File: src/rtl/sig_pkg.sv
// Shared constants and helpers for the microphone front-end.
// Imported by the decimator and its clip detector.
package sig_pkg;

    localparam int WIDTH_DEF = 8;

    localparam int CLIP_LO = 0;
    localparam logic [WIDTH_DEF-1:0] CLIP_HI = '1;

    function automatic int phase_w(input int dec_log2);
        return (dec_log2 < 1) ? 1 : dec_log2;
    endfunction

endpackage

File: src/rtl/clip_detector.sv
// Clip indicator: held for HOLD output strobes after the last
// rail-valued input sample.
module clip_detector
    import sig_pkg::*;
#(
    parameter int WIDTH = WIDTH_DEF,
    parameter int HOLD  = 4
) (
    input  logic             clk,
    input  logic             rst,
    input  logic             sample_accept,
    input  logic [WIDTH-1:0] sample,
    input  logic             out_strobe,
    output logic             clip_flag
);

    logic [7:0] cnt_q, cnt_d;
    logic       flag_q;
    logic       is_clip;

    // Either rail counts; all-ones is width-independent via reduction.
    assign is_clip = (sample == WIDTH'(CLIP_LO)) || (&sample);

    always_comb begin
        cnt_d = cnt_q;
        if (sample_accept && is_clip) begin
            cnt_d = 8'(HOLD);
        end else if (out_strobe && (cnt_q != 8'd0)) begin
            cnt_d = cnt_q - 8'd1;
        end
    end

    always_ff @(posedge clk or negedge rst) begin
        if (!rst) begin
            cnt_q  <= 8'd0;
            flag_q <= 1'b0;
        end else begin
            cnt_q  <= cnt_d;
            flag_q <= (cnt_d != 8'd0);
        end
    end

    assign clip_flag = flag_q;

endmodule

File: src/rtl/mic_decimator.sv
// Block-averaging decimator for raw microphone ADC samples,
// feeding the signal-delay stage with one strobe per block.
module mic_decimator
    import sig_pkg::*;
#(
    parameter int WIDTH    = WIDTH_DEF,
    parameter int DEC_LOG2 = 2,
    parameter int HOLD     = 4
) (
    input  logic                         clk,
    input  logic                         rst,
    input  logic                         clear,
    input  logic                         adc_valid,
    input  logic [WIDTH-1:0]             adc_data,
    output logic [WIDTH-1:0]             sample_out,
    output logic                         sample_valid,
    output logic                         clip_flag,
    output logic [phase_w(DEC_LOG2)-1:0] block_phase
);

    localparam int PW = phase_w(DEC_LOG2);
    localparam int AW = WIDTH + DEC_LOG2;
    localparam logic [PW-1:0] LAST = PW'((1 << DEC_LOG2) - 1);

    logic [AW-1:0]    acc_q, acc_d;
    logic [PW-1:0]    phase_q, phase_d;
    logic [WIDTH-1:0] out_q, out_d;
    logic             valid_q, valid_d;
    logic [AW-1:0]    sum;
    logic             accept;

    assign accept = adc_valid && !clear;
    assign sum    = acc_q + AW'(adc_data);

    always_comb begin
        acc_d   = acc_q;
        phase_d = phase_q;
        out_d   = out_q;
        valid_d = 1'b0;
        if (clear) begin
            acc_d   = '0;
            phase_d = '0;
        end else if (adc_valid) begin
            if (phase_q == LAST) begin
                // Truncating divide by the block length.
                out_d   = sum[AW-1:DEC_LOG2];
                valid_d = 1'b1;
                acc_d   = '0;
                phase_d = '0;
            end else begin
                acc_d   = sum;
                phase_d = phase_q + 1'b1;
            end
        end
    end

    always_ff @(posedge clk or negedge rst) begin
        if (!rst) begin
            acc_q   <= '0;
            phase_q <= '0;
            out_q   <= '0;
            valid_q <= 1'b0;
        end else begin
            acc_q   <= acc_d;
            phase_q <= phase_d;
            out_q   <= out_d;
            valid_q <= valid_d;
        end
    end

    clip_detector #(
        .WIDTH (WIDTH),
        .HOLD  (HOLD)
    ) u_clip (
        .clk           (clk),
        .rst           (rst),
        .sample_accept (accept),
        .sample        (adc_data),
        .out_strobe    (valid_q),
        .clip_flag     (clip_flag)
    );

    assign sample_out   = out_q;
    assign sample_valid = valid_q;
    assign block_phase  = phase_q;

endmodule

File: config.mk
export PLATFORM = sky130hd
export DESIGN_NAME = mic_decimator
export DESIGN_NICKNAME = d
export VERILOG_FILES = /design/src/rtl/sig_pkg.sv /design/src/rtl/clip_detector.sv /design/src/rtl/mic_decimator.sv
export SDC_FILE = /design/constraint.sdc
export NUM_CORES = 1
export LEC_CHECK = 0
export BUFFER_PORTS_ARGS = -buffer_cell sky130_fd_sc_hd__clkbuf_2
export CAP_MARGIN = 25
export CORE_ASPECT_RATIO = 1.4
export CORE_MARGIN = 2
export CORE_UTILIZATION = 58
export DETAILED_ROUTE_END_ITERATION = 10
export MAX_ROUTING_LAYER = met4
export PLACE_DENSITY_LB_ADDON = 0.12
export SLEW_MARGIN = 5
export SYNTH_ARGS = -nofsm -noshare
export SYNTH_HDL_FRONTEND = slang
export SYNTH_HIERARCHICAL = 1
export SYNTH_SLANG_ARGS = --single-unit
File: constraint.sdc
create_clock -name clk -period 2.2 [get_ports clk]
set_input_delay 0.22 -clock clk [delete_from_list [all_inputs] [get_ports clk]]
set_output_delay 0.22 -clock clk [all_outputs]
set_load 0.1 [all_outputs]
; Word level (Yosys, flattened, before mapping)
; Index checks and enable logic that the tools add are counted.
[totals]
elab_cells = 33
output_inout_bits = 12
regBits = 30
[classes]
muxes = 11
n_reduce_logical = 11
n_addsub = 3
bitwise_logic = 1
n_eq_ne = 1
[ops]
columns = op, count
row1 = $mux W10, 3
row2 = $mux W8, 2
row3 = $reduce_bool A8 Y1, 2
row4 = $add A10 B8 Y10, 1
row5 = $logic_not A8 Y1, 1
row6 = $reduce_and A8 Y1, 1
row7 = $sub A8 B1 Y8 const B, 1
row8 = $mux W2, 3
row9 = $logic_and A1 B1 Y1, 3
row10 = $mux W1, 3
row11 = $reduce_and A3 Y1, 1
row12 = $add A2 B1 Y2 const B, 1
row13 = $eq A2 B2 Y1 const B, 1
row14 = $reduce_bool A2 Y1, 1
row15 = $logic_not A1 Y1, 1
row16 = $logic_or A1 B1 Y1, 1
row17 = $not A1 Y1, 1

; Logic depth before layout (Yosys ltp)
; Gate-level depths: netlist of the first run.
[depth]
depth_word = 5
mapped_depth = 7
depth_no_buf = 7

; Modules after synthesis
; Netlist of the first run, hierarchy kept.
[by_module_without_submodules]
columns = mod, area_each_um2, n_inst, cells_per_inst
row1 = mic_decimator, 1380.1, 1, 143
row2 = clip_detector, 566.8, 1, 60

; Least setup slack after synthesis of the first run
; OpenSTA, ideal clock, no wires.
[synth_timing]
path_kind = register to register
startpoint = reg valid_q, in the netlist sample_valid
endpoint = reg u_clip.flag_q, in the netlist u_clip/clip_flag
required_ns = 2.067
arrival_ns = 1.927
period_less_slack_ns = 2.060
setup_slack_ns = 0.140
stages_incl_launch_ff = 6
path_buffers = 0
path_cell_list = dfrtp_1 nand3b_1 nor4_1 mux2i_1 and4_1 nand4b_1
[synth_between]
elab_chain_len = 4
[synth_rtl]
columns = item, line_no
row1 = start: declaration, mic_decimator.sv:28  ; logic valid_q, valid_d;
row2 = start signal: assignment, mic_decimator.sv:67  ; valid_q <= valid_d;
row3 = $logic_and A1 B1 Y1, clip_detector.sv:28  ; end else if (out_strobe && (cnt_q != 8'd0)) begin
row4 = $mux W8, clip_detector.sv:28
row5 = $mux W8, clip_detector.sv:26  ; if (sample_accept && is_clip) begin
row6 = $reduce_bool A8 Y1, clip_detector.sv:39  ; flag_q <= (cnt_d != 8'd0);
row7 = end signal: assignment, clip_detector.sv:39
row8 = end: declaration, clip_detector.sv:18  ; logic flag_q;
; Every way passes these cells.
; A chain may end at the register's enable or synchronous reset.

; Worst setup path in the final report of the first run
[layout_timing]
startpoint = reg acc_q[0]
endpoint = reg acc_q[8]
[layout_between]
elab_chain_len = 4
[layout_rtl]
columns = item, line_no
row1 = start: declaration, mic_decimator.sv:25  ; logic [AW-1:0] acc_q, acc_d;
row2 = start signal: assignment, mic_decimator.sv:59  ; acc_q <= '0;
row3 = start signal: assignment, mic_decimator.sv:64  ; acc_q <= acc_d;
row4 = $add A10 B8 Y10, mic_decimator.sv:33  ; assign sum = acc_q + AW'(adc_data);
row5 = $mux W10, mic_decimator.sv:44  ; if (phase_q == LAST) begin
row6 = $mux W10, mic_decimator.sv:43  ; end else if (adc_valid) begin
row7 = $mux W10, mic_decimator.sv:40  ; if (clear) begin
; Every way passes these cells. The select of a mux whose other input is x is not followed.

==> impl_metrics.ini, run 1 <==
[floorplanning]
die_x_um = 52.97
core_area_mm2 = 0.003153
dieHeight_um = 72.55
initial_utilization = 0.6175
rows = 24
die_area_mm2 = 0.003843
io_pins = 24

[sta]
hold_viol = 23
slew_headroom = 0.5058
tightest_slew_ns = 0.7413
setup_viol = 0
period_needed_ns = 2.092
rsz0062_at_grt = no
tns_ns = 0
final-max-slew-violation-count = 0
max_freq_mhz = 478.1
skew_ns = 0.005863
fin_crit_sh = 0.9507
fin_ws_ns = 0.1085
holdWs_ns = -0.01859

[run]
cap_violations = 0

[synthesis]
yosysWarnings = 6
synth.area.top_cells = dfrtp_1 (39%), ha_1 (7.1%), nor2_1 (4.6%), nand2_1 (3.7%), o21ai_0 (2.8%)
synth_edf_count = 0
seq_area_frac_synth = 0.3856
synth_nets = 227
yosys.area.top_type_share = 0.3856
postSynthCellCount = 203
ys_types = 55
syn-cell-area_mm2 = 0.001947
synthFlopType = dfrtp_1
yosysTopAreaCell = dfrtp_1
ys_seq_elements = 30
synth-async-reset-ratio = 1.000
avgSynthCellArea_um2 = 9.590

[cts]
clk_latency_ns = 0.29
clk_pin_slew_worst_paths_ns = 0.06
cts_resized = 0
cts-root-buf = clkbuf_8
cts_tree = done
cts_hold_buf = 0
clockBufferDepth = 2
cts_buffers = 5
cts.htree.levels = 2
post-cts-setup-buffer-count = 0
cts.sinks = 30

[finish]
nets = 254
syn_to_final_growth_pct = 12.85
design_area_mm2 = 0.002197
drive_gt1_frac = 0.2165
nFillCells = 275
insertedDiodeCount = 0
final_cells = 270

[min_path]
hp-class = in -> async

[placed_design]
routabilityCongestion = 0.8942
dp_slack_ns = 0.01961
portBuffers = 23
dp_cells = 262
dp_hpwl_um = 3452
postPlaceCellArea_mm2 = 0.002100

[route]
wl_per_cell_um = 16.59
wl_um = 4478
ant_nets = 0
vias = 1653
firstDrtPassIters = 4
first_iter_violations = 45
vias_per_cell = 6.122
drc_errors = 0

[global_route]
grt_first_pass_wirelength_um = 7355
grt_pass1_vias = 1696
grt_overflow = 0
grt_max_degree = 31
antenna_found_initial = 0
track_usage = 0.2732

[critical_path]
critPathArrivalTime_ns = 2.25
critPathTopFamily = compound AO/OA/AOI/OAI gates
crit_chain = ha_2 -> inv_1 -> fa_1 -> nand2b_1 -> a2111oi_4 -> o41a_1 -> o21ai_1
cp.required_ns = 2.36
path_class = reg -> reg
path_max_fanout = 4
slowest_delay_ns = 0.44
crit_path_end_kind = flop
cpMaxStageDelayCell = a2111oi_4
cp-start-kind = flop
worst-path-buf-inv = 1

[pwr]
leakagePower_nw = 0.9592
vdd_drop_max_v = 0.0009182
p_per_area_mw_per_mm2 = 838.9

[outcome]
violations = hold timing
status = complete, but fails checks
==> logic make-up (layout without fill, tap and decap cells) <==
kind of cell | count (synthesis) | in the layout | synth area share
AND/OR/NAND/NOR | 82 | 82 | 0.2249
AO/OA/AOI/OAI | 55 | 55 | 0.2314
flip-flops | 30 | 30 | 0.3856
buffers and inverters | 14 | 42 | 0.02892
adder cells (fa/ha/maj) | 12 | 12 | 0.08098
XOR/XNOR | 5 | 5 | 0.02250
multiplexers | 5 | 5 | 0.02571
==> cell usage after synthesis (2+ instances only) <==
cell type,number
o21a_1,2
nand2b_1,7
nand2_1,19
xnor2_1,2
ha_1,11
nor2_1,24
nand3_1,4
o21ai_0,11
clkbuf_1,3
xor2_1,3
o2111ai_1,2
nand3b_1,3
a21oi_1,9
o21ai_1,2
dfrtp_1,30
nand4_1,4
o211ai_1,2
nor3_1,3
or4_1,2
a211oi_1,4
inv_1,10
mux2i_1,5
o22ai_1,2
nor2b_1,7
o31ai_1,2
==> area by class of cell <==
type                            count  area [um^2]  share of cell area
Multi-Input combinational cell    159         1146              0.5216
Sequential cell                    30        750.7              0.3417
Tap cell                           39        48.80             0.02221
Clock inverter                      1        5.005            0.002278
Timing Repair Buffer               24        122.6             0.05581
Clock buffer                        7        86.33             0.03929
Inverter                           10        37.54             0.01708
==> metrics by stage <==
step	power (W)	hold slack, ns	utilization
after floorplan	0.001250	-0.07559	-
after global placement	0.001367	0.3026	0.6659
after detailed placement	0.001392	0.3207	0.6659
after CTS	0.001852	0.01018	0.6948
after global routing	0.001933	0.05289	0.6968
final	0.001843	-0.01859	0.6968
==> final timing paths <==
kind / startpoint / to / slack (ns) / cells past startpoint
setup / recovery: acc_q[0] / acc_q[8] / 0.11 / 7
hold reg to reg: sample_out[7] / sample_out[7] / 0.48 / 2
min in group clk: clear / acc_q[0] / 0.34 / 2
setup reg to reg: acc_q[0] / acc_q[8] / 0.11 / 7
hold / removal: rst / sample_out[0] / -0.02 / 1
max in group asynchronous: rst / block_phase[0] / 1.74 / 1
==> state kept, by name, summed over array words and instances (netlist names) <==
signal,flops
u_clip/clip_flag,1
u_clip/cnt_q,8
sample_out,8
block_phase,2
sample_valid,1
acc_q,10
==> layer usage <==
| layer | share of wire | GRT usage | vias up |
|---|---|---|---|
| met5 | 0 | - | - |
| met2 | 0.56 | 0.4958 | 50 |
| li1 | - | - | 793 |
| met4 | 0.031 | 0.1311 | 0 |
| met1 | 0.36 | 0.2711 | 796 |
| met3 | 0.041 | 0.04938 | 14 |
==> cells in the final DEF (no fill, tap or decap), types with 2 or more instances in the layout <==
cell / instances
nand4_1: 4
o21ai_1: 2
a21oi_1: 8
clkbuf_8: 6
ha_1: 10
a211oi_1: 4
inv_1: 10
o31ai_1: 2
nor3_1: 3
o2111ai_1: 2
nor2_1: 24
xnor2_1: 2
mux2i_1: 5
xor2_1: 3
o21ai_0: 11
o211ai_1: 2
nand3b_1: 3
nor2b_1: 7
nand3_1: 4
nand2_1: 19
or4_1: 2
nand2b_1: 7
dfrtp_1: 30
clkbuf_2: 23
o21a_1: 2
o22ai_1: 2
==> worst reg2reg max path, stage by stage, from the launching register on <==
cell and delay [ns]:
dfrtp_1 0.36, ha_2 0.22, inv_1 0.06, fa_1 0.41, nand2b_1 0.23, a2111oi_4 0.44, o41a_1 0.18, o21ai_1 0.06
==> where the power goes <==
group	switching [W]	internal (W)	total [W]
registers	0.0000665	0.000629	0.000696
logic	0.000512	0.000183	0.000695
clock network	0.000201	0.000252	0.000453
No activity file was read; power rests on OpenSTA's default activity.
==> run 2, diff against run 1 <==
--- a/config.mk
+++ b/config.mk
@@ -11,6 +11,7 @@
 export CORE_MARGIN = 2
 export CORE_UTILIZATION = 58
 export DETAILED_ROUTE_END_ITERATION = 10
+export HOLD_SLACK_MARGIN = 0.06
 export MAX_ROUTING_LAYER = met4
 export PLACE_DENSITY_LB_ADDON = 0.12
 export SLEW_MARGIN = 5
==> run 2 against run 1 <==
The run now ends clean; cell area increased by 0.46%; die area is the same; sequential power about the same; global-route usage is essentially flat; clock-buffer cell count is the same; clock skew barely moved; largest power group unchanged; critical endpoint unchanged.
==> impl_metrics.ini, run 2 (synthesis gave the netlist of run 1 again) <==
[placed_design]
dp_hpwl_um = 3452
portBuffers = 23
routabilityCongestion = 0.8942

[finish]
nets = 255
insertedDiodeCount = 0
syn_to_final_growth_pct = 13.37
drive_gt1_frac = 0.2155
largest_reg_flops = 10
final_cell_mix = dfrtp_1 (30), nor2_1 (24), clkbuf_2 (23)
layout_commonest_cell = dfrtp_1
max_flop_register = acc_q

[floorplanning]
initial_utilization = 0.6175
rows = 24
io_pins = 24
core_area_mm2 = 0.003153
die_x_um = 52.97
die_area_mm2 = 0.003843
dieHeight_um = 72.55

[sta]
fin_crit_sh = 0.9516
rsz0062_at_grt = no
holdWs_ns = 0.3451
period_needed_ns = 2.093
final-max-slew-violation-count = 0
setup_viol = 0
hold_viol = 0
tightest_slew_ns = 0.7400
max_freq_mhz = 477.7
slew_headroom = 0.5067
skew_ns = 0.005915
tns_ns = 0

[cts]
clk_pin_slew_worst_paths_ns = 0.06
clockBufferDepth = 2
clk_latency_ns = 0.29
cts_tree = done
post-cts-setup-buffer-count = 0
cts_buffers = 5
cts.sinks = 30
cts-root-buf = clkbuf_8
cts.htree.levels = 2

[critical_path]
cp.required_ns = 2.36
cpMaxStageDelayCell = a2111oi_4
crit_chain = ha_2 -> inv_1 -> fa_1 -> nand2b_1 -> a2111oi_4 -> o41a_1 -> o21ai_1
cp-start-kind = flop
critPathTopFamily = compound AO/OA/AOI/OAI gates
slowest_delay_ns = 0.45
worst-path-buf-inv = 1
path_class = reg -> reg
path_max_fanout = 4
critPathArrivalTime_ns = 2.25
crit_path_end_kind = flop

[outcome]
status = complete, no violations

[min_path]
hp-class = in -> reg

[route]
vias_per_cell = 6.170
ant_nets = 0
firstDrtPassIters = 4
drc_errors = 0
wl_um = 4485
first_iter_violations = 53
vias = 1672
wl_per_cell_um = 16.55

[run]
cap_violations = 0

[global_route]
grt_overflow = 0
grt_first_pass_wirelength_um = 7369
grt_max_degree = 31
grt_pass1_vias = 1700
antenna_found_initial = 0
track_usage = 0.2737

[pwr]
vdd_drop_max_v = 0.0009177
leakagePower_nw = 0.9633
fin_total_pwr_w = 0.001842
p_per_area_mw_per_mm2 = 834.8
==> run 2: cell count changes in the layout (fill, tap and decap cells not counted) <==
| cell | delta |
|---|---|
| dlygate4sd3_1 | +1 |
==> run 2: per-layer routing <==
metal | up-vias | share of wire | global-route usage
li1 | 794 | - | -
met1 | 799 | 0.37 | 0.2725
met2 | 56 | 0.55 | 0.4958
met3 | 23 | 0.037 | 0.04938
met4 | 0 | 0.040 | 0.1311
met5 | - | 0 | -
==> run 2: per-stage QoR <==
stage	cell area [um^2]	utilization	setup WS (ns)	std cells
after floorplan	1947	-	0.1397	203
after global placement	2100	0.6659	0.1983	262
after detailed placement	2100	0.6659	0.01961	262
after CTS	2201	0.6980	0.006582	271
after global routing	2207	0.7000	0.02131	271
final	2207	0.7000	0.1065	271
==> run 2: power breakdown <==
part / internal, W / switching, W
Clock: 0.000252 / 0.000199
Combinational: 0.000184 / 0.000512
Sequential: 0.000629 / 0.0000669
Total: 0.00106 / 0.000778
==> run 2: layout make-up <==
class                   instances  area [um^2]
flip-flops and latches         30        750.7
well taps                      39        48.80
fillers                       274        945.9
multi-input cells             159         1146
inverters                      10        37.54
clock inverters                 1        5.005
clock buffers                   7        86.33
repair buffers                 25        132.6
==> run 2: path summary, 6_finish.rpt <==
kind | from | end | slack, ns | cells past startpoint
max | acc_q[0] | acc_q[8] | 0.11 | 7
min | clear | acc_q[0] | 0.35 | 2
max reg2reg | acc_q[0] | acc_q[8] | 0.11 | 7
min reg2reg | sample_out[7] | sample_out[7] | 0.48 | 2
max in group asynchronous | rst | block_phase[0] | 1.19 | 2
min in group asynchronous | rst | sample_out[0] | 0.53 | 2
==> run 2: repair_timing <==
| action | CTS | global route |
|---|---|---|
| gates resized for setup | 0 | 2 |
| endpoints found under the setup margin | 0 | 2 |
| hold buffers | 1 | 0 |
| hold endpoints to repair | 30 | 0 |
==> run 2: worst register-to-register path, delay by kind of cell (launching register included) <==
family,cells,cell delay [ns]
buf+inv,1,0.06
simple gates,1,0.23
compound gates,3,0.69
fa+ha+maj,2,0.63
flops,1,0.36
